`src/rtl/pr_stage_skid.sv`:
```
// pr_stage_skid: pipeline stage register with a valid/ready handshake and a 2-entry skid buffer.
//   It also provides flush, bubble control masking and saturating bubble/stall counters.
//   clk, rst_n            : clock, synchronous active-low reset
//   flush                 : drop all held entries and discard this cycle's input
//   in_valid/in_ready     : upstream handshake; in_ready depends only on state
//   ctrl_in/data_in/instru_in : incoming payload
//   out_valid/out_ready   : downstream handshake
//   ctrl/data/instru      : outgoing payload; ctrl is zero when out_valid is 0
//   occupancy             : number of held entries (0..2)
//   bubble_cnt/stall_cnt  : saturating performance counters
module pr_stage_skid #(
    parameter int CTRL_W = 2,
    parameter int DATA_W = 37,
    parameter int CNT_W  = 16
) (
    input  logic              clk,
    input  logic              rst_n,
    input  logic              flush,
    input  logic              in_valid,
    output logic              in_ready,
    input  logic [CTRL_W-1:0] ctrl_in,
    input  logic [DATA_W-1:0] data_in,
    input  logic [31:0]       instru_in,
    output logic              out_valid,
    input  logic              out_ready,
    output logic [CTRL_W-1:0] ctrl,
    output logic [DATA_W-1:0] data,
    output logic [31:0]       instru,
    output logic [1:0]        occupancy,
    output logic [CNT_W-1:0]  bubble_cnt,
    output logic [CNT_W-1:0]  stall_cnt
);
    typedef enum logic [1:0] {EMPTY = 2'd0, ONE = 2'd1, FULL = 2'd2} state_t;
    state_t            r_state, w_next;
    logic [CTRL_W-1:0] r_m_ctrl, r_s_ctrl;
    logic [DATA_W-1:0] r_m_data, r_s_data;
    logic [31:0]       r_m_instru, r_s_instru;
    logic [CNT_W-1:0]  r_bubble_cnt, r_stall_cnt;
    logic              w_accept, w_pop, w_load_m_in, w_load_m_s, w_load_s;

    // in_ready comes straight from the state register, so upstream never sees a combinational path
    assign in_ready   = r_state != FULL;
    assign out_valid  = (r_state != EMPTY) & ~flush;
    assign w_accept   = in_valid & in_ready & ~flush;
    assign w_pop      = out_valid & out_ready;
    assign ctrl       = out_valid ? r_m_ctrl : '0;
    assign data       = r_m_data;
    assign instru     = r_m_instru;
    assign occupancy  = r_state;
    assign bubble_cnt = r_bubble_cnt;
    assign stall_cnt  = r_stall_cnt;

    // accept and pop are already masked by flush, so no payload loads during a flush
    always_comb begin
        w_next      = r_state;
        w_load_m_in = 1'b0;
        w_load_m_s  = 1'b0;
        w_load_s    = 1'b0;
        if (flush) begin
            w_next = EMPTY;
        end else begin
            case (r_state)
                EMPTY: if (w_accept) begin
                    w_next      = ONE;
                    w_load_m_in = 1'b1;
                end
                ONE: if (w_accept && !w_pop) begin
                    w_next   = FULL;
                    w_load_s = 1'b1;
                end else if (w_accept) begin
                    w_load_m_in = 1'b1;
                end else if (w_pop) begin
                    w_next = EMPTY;
                end
                FULL: if (w_pop) begin
                    w_next     = ONE;
                    w_load_m_s = 1'b1;
                end
                default: w_next = EMPTY;
            endcase
        end
    end

    always_ff @(posedge clk) begin
        if (!rst_n) begin
            r_state      <= EMPTY;
            r_m_ctrl     <= '0;
            r_m_data     <= '0;
            r_m_instru   <= '0;
            r_s_ctrl     <= '0;
            r_s_data     <= '0;
            r_s_instru   <= '0;
            r_bubble_cnt <= '0;
            r_stall_cnt  <= '0;
        end else begin
            r_state <= w_next;
            if (w_load_m_in) begin
                r_m_ctrl   <= ctrl_in;
                r_m_data   <= data_in;
                r_m_instru <= instru_in;
            end else if (w_load_m_s) begin
                r_m_ctrl   <= r_s_ctrl;
                r_m_data   <= r_s_data;
                r_m_instru <= r_s_instru;
            end
            if (w_load_s) begin
                r_s_ctrl   <= ctrl_in;
                r_s_data   <= data_in;
                r_s_instru <= instru_in;
            end
            if (!out_valid && r_bubble_cnt != '1) r_bubble_cnt <= r_bubble_cnt + 1'b1;
            if (out_valid && !out_ready && r_stall_cnt != '1) r_stall_cnt <= r_stall_cnt + 1'b1;
        end
    end
endmodule
```
`config.mk`:
```
export PLATFORM = sky130hd
export DESIGN_NAME = pr_stage_skid
export DESIGN_NICKNAME = d
export VERILOG_FILES = /design/src/rtl/pr_stage_skid.sv
export SDC_FILE = /design/constraint.sdc
export NUM_CORES = 1
export LEC_CHECK = 0
export ABC_AREA = 1
export CELL_PAD_IN_SITES_DETAIL_PLACEMENT = 0
export CELL_PAD_IN_SITES_GLOBAL_PLACEMENT = 2
export CORE_MARGIN = 2
export CORE_UTILIZATION = 28
export CTS_CLUSTER_DIAMETER = 100
export DETAILED_ROUTE_END_ITERATION = 10
export DONT_BUFFER_PORTS = 1
export HOLD_SLACK_MARGIN = 0.1
export PLACE_DENSITY_LB_ADDON = 0.1
export SLEW_MARGIN = 20
export SYNTH_ARGS = -nofsm -noshare
export SYNTH_HDL_FRONTEND = slang
export SYNTH_SLANG_ARGS = --single-unit
```
`constraint.sdc`:
```
create_clock -name clk -period 1.7 [get_ports clk]
set_input_delay 0.34 -clock clk [delete_from_list [all_inputs] [get_ports clk]]
set_output_delay 0.34 -clock clk [all_outputs]
set_load 0.005 [all_outputs]
```
; ---- Word level (Yosys, flattened, before mapping)
; Index checks and enable logic that the tools add are counted.
[word_totals]
in_bits = 76
latchBits = 0
ram_bits = 0
ff_bits = 176
n_memories = 0
word_cells = 61
rom_bits = 0
out_inout_bits = 107
[classes]
n_bitwise = 6
n_div = 0
n_reduce_logical = 12
mul = 0
n_addsub = 2
shift = 0
n_lt_le_gt_ge = 0
muxes = 23
n_eq_ne = 9
[ops]
columns = cell, n
row1 = two-way mux 37 bit, 2
row2 = two-way mux 32 bit, 2
row3 = "adder 16 x 1 -> 16 bit, second input constant", 2
row4 = "inequality test 16 bit, second input constant", 2
row5 = two-way mux 2 bit, 8
row6 = two-way mux 1 bit, 9
row7 = "inequality test 2 bit, second input constant", 3
row8 = "inequality test 3 bit, second input constant", 2
row9 = one-hot mux 2 bit (3 select lines), 1
row10 = AND 1 bit, 4
row11 = logical AND 1 bit, 4
row12 = AND reduction 4 bit, 1
row13 = nonzero test 2 bit, 2
row14 = logical NOT 1 bit, 3
row15 = "== test 2 x 1 -> 1 bit, second input constant", 1
row16 = "== test 2 bit, second input constant", 1
row17 = logical NOT 2 bit, 1
row18 = NOT 1 bit, 2
row19 = one-hot mux 1 bit (2 select lines), 1
row20 = OR reduction 2 bit, 1

; ---- Logic depth before layout (Yosys ltp)
; Gate-level depths: netlist of run 1.
[logic_depth]
word_depth = 9
depth_mapped = 10
mapped_depth_nobuf = 10

; ---- Worst setup path after synthesis of run 1
; No wires, ideal clock.
[synth_path]
path_type = register -> register
startpoint = register r_stall_cnt[0] (netlist: stall_cnt[0])
endpoint = register r_stall_cnt[0] (netlist: stall_cnt[0])
synth_period_minus_slack_ns = 1.713
arrival_ns = 1.598
required_time_ns = 1.584
setup_ns = 0.116
n_path_buf = 1
stages_incl_launch_ff = 10
setup_slack_ns = -0.013
cell_sequence = dfxtp_1 ha_1 nand3_1 inv_1 nand2_1 o21ai_2 inv_1 buf_2 nor2_1 nor2_1
[synth_between]
elab_chain_len = 2
elab_cells_between_ends = 3
cone_classes = add/sub (1) / eq/ne (1) / reduce/logical (1)
[synth_rtl]
columns = element, line_no
row1 = from (decl), 38  ; logic [CNT_W-1:0] r_bubble_cnt, r_stall_cnt;
row2 = from (signal assigned), 112  ; if (out_valid && !out_ready && r_stall_cnt != '1) r_stall_cnt <= r_stall_cnt + 1'b1;
row3 = branches (longest 2 deep; another with adder 16 x 1 -> 16 bit), n/a
; Several ways; the timed one is not identified.
; A chain may end at the register's enable or synchronous reset.

; ---- Worst setup path after layout of run 1
[layout_path]
startpoint = register r_state[1] (netlist: occupancy[1])
endpoint = output out_valid
[layout_between]
elab_chain_len = 2
[layout_rtl]
columns = element, line_no
row1 = from (decl), 34  ; state_t r_state, w_next;
row2 = from (signal assigned), 96  ; r_state <= w_next;
row3 = nonzero test 2 bit, 43  ; assign out_valid = (r_state != EMPTY) & ~flush;
row4 = AND 1 bit, 43
row5 = to (decl), 24  ; output logic out_valid,
; No other way between the ends.

==> summary.md, run 1 <==
| Metric | Value |
|---|---|
| End point of the critical path | out_valid |
| Total overflow reported by the global router | 0 |
| Post-synthesis cell area | a little under 0.008 mm² |
| Iteration-0 DRC count of the detailed router | approximately 320 |
| Initial antenna violation count | 2 |
| Sequential group share of total power | a little under half |
| Maximum clock rate | 615 MHz |
| Data arrival time of the critical path | about 1300 ps |
| Relative area change from synthesis to final layout | 28.2% |
| Max Slew Vio Count | 0 |
| Starting density of the core | between 20 and 30% |
| RSZ-0062 raised after global routing | no |
| Worst Path Buf+Inv | 3 |
| Fin. Hold Viols | 0 |
| Maximum buffer depth of the clock tree | 2 |
| Routed vias/inst | between 4 and 5 |
| Worst-skew pair later-pin latency | around 440 ps |
| Standard cell with the maximum stage delay on the critical path | dfxtp_4 |
| Number of max-cap violations | 0 |
| Reported leakage power | about 3.8 nW |
| Final-layout fill cell count | 3018 |
| Share of the yosys chip area belonging to registers | 45.1% |
| Weighted congestion reported at the end of routability-driven placement | 0.732 |
| Cells after synthesis | approximately 1100 |
| TritonCTS Sinks | 176 |
| First drt pass iteration count | 4 |
| Delay of the slowest cell on the worst path | around 360 ps |
| Beginning of the worst register-to-register path | occupancy[1]$_SDFFE_PP0P_ |
| Total core area | approximately 0.028 mm² |
| Register-to-register path setup slack | 100 ps |
| Post-route fraction of the period consumed by the critical path | 95.7% |
| Destination of the worst register-to-register timing path | instru[23]$_SDFFE_PN0P_ |
| Data required, critical path | 1360 ps |
| Critical-path maximum fanout | 6 |
| Register clock-pin slew on the reported worst setup and hold paths | around 70 ps |
| Die outline area | approximately 0.029 mm² |
| Number of synthesis warnings | 0 |
| Transition at the pin with the smallest max-transition slack | between 300 and 400 ps |
| Die Width | between 150 and 200 µm |
| Final setup violation count | 0 |
| VDD IR-drop max | around 540 µV |
| Result of the run | finished, final reports clean |
| Net Switching | about 0.0024 W |
| Total Nets Final | ~1300 |
| Most frequent cells in the layout | nor2_1 (264), nand2_1 (221), dfxtp_1 (172), o21ai_0 (127), dlygate4sd3_1 (63) |
| Floorplan row count | between 60 and 70 |
| Most common cell after layout, fill and taps aside | nor2_1 |
| Root Buffer Master | clkbuf_16 |
| Launching instance or port of the critical path | occupancy[1]$_SDFFE_PP0P_ |
| Setup TNS Final | 0 ps |
| Mean instance size in the synthesized netlist | about 6.9 µm² |
| Fin worst setup slack | 72.9 ps |
| Path length in cells of the critical path | 4 |
| Worst min-delay path class | primary input to register |
| Startpoint-to-endpoint class of the critical path | register to output pin |
| Total nets after synthesis | 1212 |
| Total GRT Usage | between 10% and 20% |
| Power density relative to cell area | around 940 mW/mm² |
| DIE HEIGHT | 171 µm |
| CP Capture Type | output pin |
| Clock buffer count from CTS | 17 |
| Number of distinct library cells after synthesis | 29 |
| Max H-tree Level | 4 |
| Logic pwr share | under 10% |
| Share of power burned in the clock network | 44.9% |
| Final wirelength | around 26 mm |
| Via count of the first global-routing pass | ~6900 |
| Num ports | 183 |
| Worst path top cell family by delay | flip-flops |
| Port bufs | 0 |
| Length in cells of the worst reg-to-reg path | 8 |
| Power consumption | about 0.0094 W |
| Global-route wire length before repair | approximately 39 mm |
| Setup Slack @ Placement | approximately 52 ps |
| Maximum number of pins on one net before global-route repair | 150 |
| Ratio of cells with drive above 1 in the final layout | roughly a tenth |
| Hpwl dp | about 16 mm |
| Number of synthesized register bits | about 180 |
| Antenna violation net count after detailed routing | 0 |
| Shortest period the worst path allows | about 1600 ps |
| DRC | 0 |
| Crit start category | register |
| Switching part of the total power | around a quarter |
| Internal power of the cells | 0.00702 W |
| Via Count | between 7000 and 8000 |
| Final setup skew | around 16 ps |
| CP cell instances | o21ai_4, buf_6, inv_2, buf_4 |
| Average wire length per cell after detail routing | 16.5 µm |
| Max-Slew Margin vs Limit | around 76% |
| Clock tree from TritonCTS | yes |
==> repair_timing <==
item	4_1_cts	5_1_grt
gates resized for setup	3	7
gates cloned	1	1
pin swaps	2	2
buffers inserted	2	2
hold endpoints to repair	150	59
endpoints found under the setup margin	4	81
hold buffers	40	26
==> synthesized netlist by cell type (all sizes together) <==
master	count	area share, %
nand3	62	4.0
dfxtp	176	45
inv	52	2.5
nor2	268	13
o21ai	154	10
nand2	223	11
clkinv	1	0.048
nand4	10	0.80
nor3	1	0.064
clkbuf	37	1.8
a21boi	1	0.096
xnor2	8	0.90
xor2	5	0.56
buf	35	2.4
ha	2	0.32
nand3b	1	0.096
a21oi	48	3.2
and3	50	4.0
==> through the flow <==
step | cell area, µm² | cells | utilization, % | hold WS (ps)
after global placement | 8570 | 1497 | 31.0 | 440
after CTS | 9640 | 1572 | 34.9 | 18.4
final | 10000 | 1602 | 36.2 | 70.7
after global routing | 10000 | 1602 | 36.2 | 101
after floorplan | 7810 | 1134 | - | 430
after detailed placement | 8570 | 1497 | 31.0 | 442
==> worst register-to-register path, stage by stage, from the launching register on <==
cell     delay [ps]
dfxtp_4         360
o21ai_4         160
buf_4           160
nor2_8           50
a21oi_4         200
buf_12          180
buf_4           190
and3_1          170
nor2_1           40
==> worst min-delay path by stage <==
stage | cells after the start | start | to | slack [ps]
finish | 2 | instru_in[25] | instru[25]$_SDFFE_PN0P_ | 70
global placement | 2 | r_s_data[5]$_SDFFE_PN0P_ | r_s_data[5]$_SDFFE_PN0P_ | 440
global route | 2 | data_in[31] | data[31]$_SDFFE_PN0P_ | 100
floorplan | 2 | r_s_data[10]$_SDFFE_PN0P_ | r_s_data[10]$_SDFFE_PN0P_ | 430
detailed placement | 2 | r_s_data[7]$_SDFFE_PN0P_ | r_s_data[7]$_SDFFE_PN0P_ | 440
CTS | 2 | rst_n | stall_cnt[1]$_SDFFE_PN0P_ | 20
==> metal layers <==
layer  up-vias  share of wire, %  GRT usage, %
met1      3392                45          21.7
met5         -                 0             0
met3        11               6.3          5.81
met4         0              0.84          4.50
met2       145                47          27.8
li1       3814                 -             -
==> state kept, by name (all words and copies together), names as in the netlist <==
| signal | flops |
|---|---|
| data | 37 |
| r_s_data | 37 |
| instru | 32 |
| r_s_instru | 32 |
| bubble_cnt | 16 |
| stall_cnt | 16 |
| occupancy | 2 |
| r_m_ctrl | 2 |
| r_s_ctrl | 2 |
==> power groups by stage <==
| stage | clock network (W) | registers, W | logic (W) |
|---|---|---|---|
| global route | 0.00452 | 0.00443 | 0.000886 |
| floorplan | 0 | 0.00446 | 0.000456 |
| global placement | 0 | 0.00451 | 0.000556 |
| CTS | 0.00439 | 0.00442 | 0.000653 |
| finish | 0.00423 | 0.00441 | 0.000774 |
| detailed placement | 0 | 0.00451 | 0.000557 |
==> cells by family after synthesis <==
kind of cell,after synthesis,share of synthesized area [%]
simple gates,615,32.9
compound gates,203,13.4
flops,176,45.1
buf+inv,125,6.81
xor+xnor,13,1.46
fa+ha+maj,2,0.321
==> layout make-up <==
class	count	area (µm²)	share of cell area, %
multi-input cells	833	3780	37.8
flip-flops and latches	176	3530	35.3
repair buffers	129	1390	13.9
well taps	378	473	4.73
clock buffers	18	439	4.39
inverters	53	199	1.99
clock inverters	14	180	1.80
diodes	1	2.50	0.0250
Note: power is estimated with default switching activity, not from simulation.
==> run 2, diff against run 1 <==
Settings changed: CTS_CLUSTER_SIZE from default to 14.
==> results of run 2 <==
Same layout as run 1: the final DEF is identical, and so are final timing and power.
==> run 3, diff against run 2 <==
Settings changed: SKIP_CTS_REPAIR_TIMING from default to 1, SLEW_MARGIN 20 to 10.
==> summary.md, run 3 (synthesis gave the netlist of run 1 again) <==
| Metric | Value |
|---|---|
| Met3 Routed Length | 1.77 mm (was 1.68 mm) |
| Clock tree from TritonCTS | yes (unchanged) |
| Average wire length per cell after detail routing | 16.6 µm (was 16.5 µm) |
| Net Switching | 0.00238 W (was 0.00239 W) |
| Maximum clock rate | 589 MHz (was 615 MHz) |
| Total Nets Final | 1283 (was 1288) |
| Worst Path Buf+Inv | 3 (unchanged) |
| Root Buffer Master | clkbuf_16 (unchanged) |
| First drt pass iteration count | 4 (unchanged) |
| Global-route wire length before repair | 38.3 mm (was 39.1 mm) |
| CP Capture Type | output pin (unchanged) |
| Crit start category | register (unchanged) |
| Antenna violation net count after detailed routing | 0 (unchanged) |
| Worst path top cell family by delay | flip-flops (unchanged) |
| Via Count | 7350 (was 7362) |
| Worst min-delay path class | primary input to register (unchanged) |
| Relative area change from synthesis to final layout | 27.3% (was 28.2%) |
| Final wirelength | 26.5 mm (about the same) |
| Num ports | 183 (unchanged) |
| Max Slew Vio Count | 0 (unchanged) |
| DIE HEIGHT | 171 µm (unchanged) |
| Switching part of the total power | 25.4% (about the same) |
| Final setup skew | 15.5 ps (was 15.9 ps) |
| RSZ-0062 raised after global routing | yes (was no) |
| Starting density of the core | 28.3% (unchanged) |
| Data required, critical path | 1360 ps (about the same) |
| Final Instance Area | 0.00994 mm² (was 0.0100 mm²) |
| Hpwl dp | 15.9 mm (unchanged) |
| Most frequent cells in the layout | nor2_1 (263), nand2_1 (221), dfxtp_1 (172), o21ai_0 (127), nand3_1 (62) (was nor2_1 (264), nand2_1 (221), dfxtp_1 (172), o21ai_0 (127), dlygate4sd3_1 (63)) |
| Port bufs | 0 (unchanged) |
| Logic pwr share | 8.1% (was 8.2%) |
| Total placed instance area | 0.00857 mm² (unchanged) |
| Area of the multi-input gates | 0.00378 mm² (about the same) |
| Power density relative to cell area | 946 mW/mm² (was 941 mW/mm²) |
| Reported leakage power | 3.74 nW (was 3.77 nW) |
| Register area | 0.00353 mm² (unchanged) |
| Total met2 wirelength after detailed routing | 12.6 mm (about the same) |
| Die Width | 171 µm (unchanged) |
| Cell occurring most often along the worst timing path | buf_6 |
| TritonCTS Sinks | 176 (unchanged) |
| Post-route fraction of the period consumed by the critical path | 100% (was 95.7%) |
| Transition at the pin with the smallest max-transition slack | 377 ps (was 363 ps) |
| Total overflow reported by the global router | 0 (unchanged) |
| Most common cell after layout, fill and taps aside | nor2_1 (unchanged) |
| Weighted congestion reported at the end of routability-driven placement | 0.732 (unchanged) |
| Initial antenna violation count | 2 (unchanged) |
| Worst hold slack across all endpoints | 61.1 ps (was 70.7 ps) |
| Total GRT Usage | 16.8% (was 17.1%) |
| Sequential group share of total power | 46.9% (was 46.8%) |
| Number of max-cap violations | 0 (unchanged) |
| Fin. Hold Viols | 0 (unchanged) |
| Total core area | 0.0276 mm² (unchanged) |
| Clock buffer count from CTS | 17 (unchanged) |
| Via count of the first global-routing pass | 6721 (was 6927) |
| Final setup violation count | 0 (unchanged) |
| Share of power burned in the clock network | 45.0% (was 44.9%) |
| Floorplan row count | 61 (unchanged) |
| DRC | 0 (unchanged) |
| Register clock-pin slew on the reported worst setup and hold paths | 70 ps (about the same) |
| Iteration-0 DRC count of the detailed router | 328 (was 323) |
| Internal power of the cells | 0.00702 W (about the same) |
| Delay of the slowest cell on the worst path | 360 ps (about the same) |
| Critical-path maximum fanout | 6 (unchanged) |
| Worst-skew pair later-pin latency | 440 ps (about the same) |
| Maximum number of pins on one net before global-route repair | 150 (unchanged) |
| Shortest period the worst path allows | 1700 ps (was 1630 ps) |
| Max H-tree Level | 4 (unchanged) |
| CP cell instances | o21ai_4, buf_6, inv_4, buf_6 (was o21ai_4, buf_6, inv_2, buf_4) |
| Util after Layout | 36.0% (was 36.2%) |
| Standard cell with the maximum stage delay on the critical path | dfxtp_4 (unchanged) |
| Max-Slew Margin vs Limit | 74.8% (was 75.7%) |
| VDD IR-drop max | 542 µV (was 539 µV) |
| Routed vias/inst | 4.60 (about the same) |
| Post-route met1 wirelength | 11.9 mm (was 12.0 mm) |
| Top routing layer in use | met4 (unchanged) |
| Maximum buffer depth of the clock tree | 2 (unchanged) |
| Result of the run | finished, final reports clean (unchanged) |
| Ratio of cells with drive above 1 in the final layout | 9.44% (was 9.40%) |
| Final-layout fill cell count | 3027 (was 3018) |
| Startpoint-to-endpoint class of the critical path | register to output pin (unchanged) |
| Data arrival time of the critical path | 1360 ps (was 1290 ps) |
| Die outline area | 0.0292 mm² (unchanged) |
-- run 3: worst reg2reg max path, stage by stage, from the launching register on --
cell and delay, ps:
dfxtp_4 360, buf_4 160, nor3_1 310, a21oi_4 80, buf_12 170, buf_4 180
o21ai_0 160, nor2_1 50
-- run 3: power groups by stage --
stage          clock network [W]  logic [W]  registers [W]
2_1_floorplan                  0   0.000456        0.00446
3_3_place_gp                   0   0.000556        0.00451
3_5_place_dp                   0   0.000557        0.00451
4_1_cts                  0.00439   0.000560        0.00441
5_1_grt                  0.00452   0.000870        0.00443
6_report                 0.00423   0.000760        0.00441
-- run 3: area by class of cell --
| type | count | area share [%] |
|---|---|---|
| multi-input combinational | 833 | 38.0 |
| inverter | 53 | 2.03 |
| clock buffer | 18 | 4.42 |
| timing repair buffer | 124 | 13.4 |
| antenna | 1 | 0.0252 |
| tap | 378 | 4.76 |
| clock inverter | 14 | 1.81 |
| sequential | 176 | 35.6 |
-- run 3: path summary, 6_finish.rpt --
check	from	end	slack [ps]	cells past startpoint
max	occupancy[0]$_SDFFE_PP0P_	out_valid	0.8	4
min	data_in[12]	data[12]$_SDFFE_PN0P_	60	2
min reg2reg	r_s_data[11]$_SDFFE_PN0P_	r_s_data[11]$_SDFFE_PN0P_	450	2
max reg2reg	occupancy[0]$_SDFFE_PP0P_	data[6]$_SDFFE_PN0P_	140	7
-- run 3: through the flow --
step,power [W],setup TNS [ps],setup WS [ps],cells
6_report,0.00940,0,0.784,1597
5_1_grt,0.00982,-74.0,-54.1,1597
4_1_cts,0.00937,-571,-218,1529
3_5_place_dp,0.00507,0,52.3,1497
3_3_place_gp,0.00507,0,35.9,1497
2_1_floorplan,0.00492,0,4.80,1134
-- run 3: routing by layer --
metal / global-route usage [%] / vias to the layer above
met5: 0 / -
met2: 27.1 / 157
met4: 4.50 / 0
met1: 21.2 / 3380
li1: - / 3802
met3: 6.22 / 11
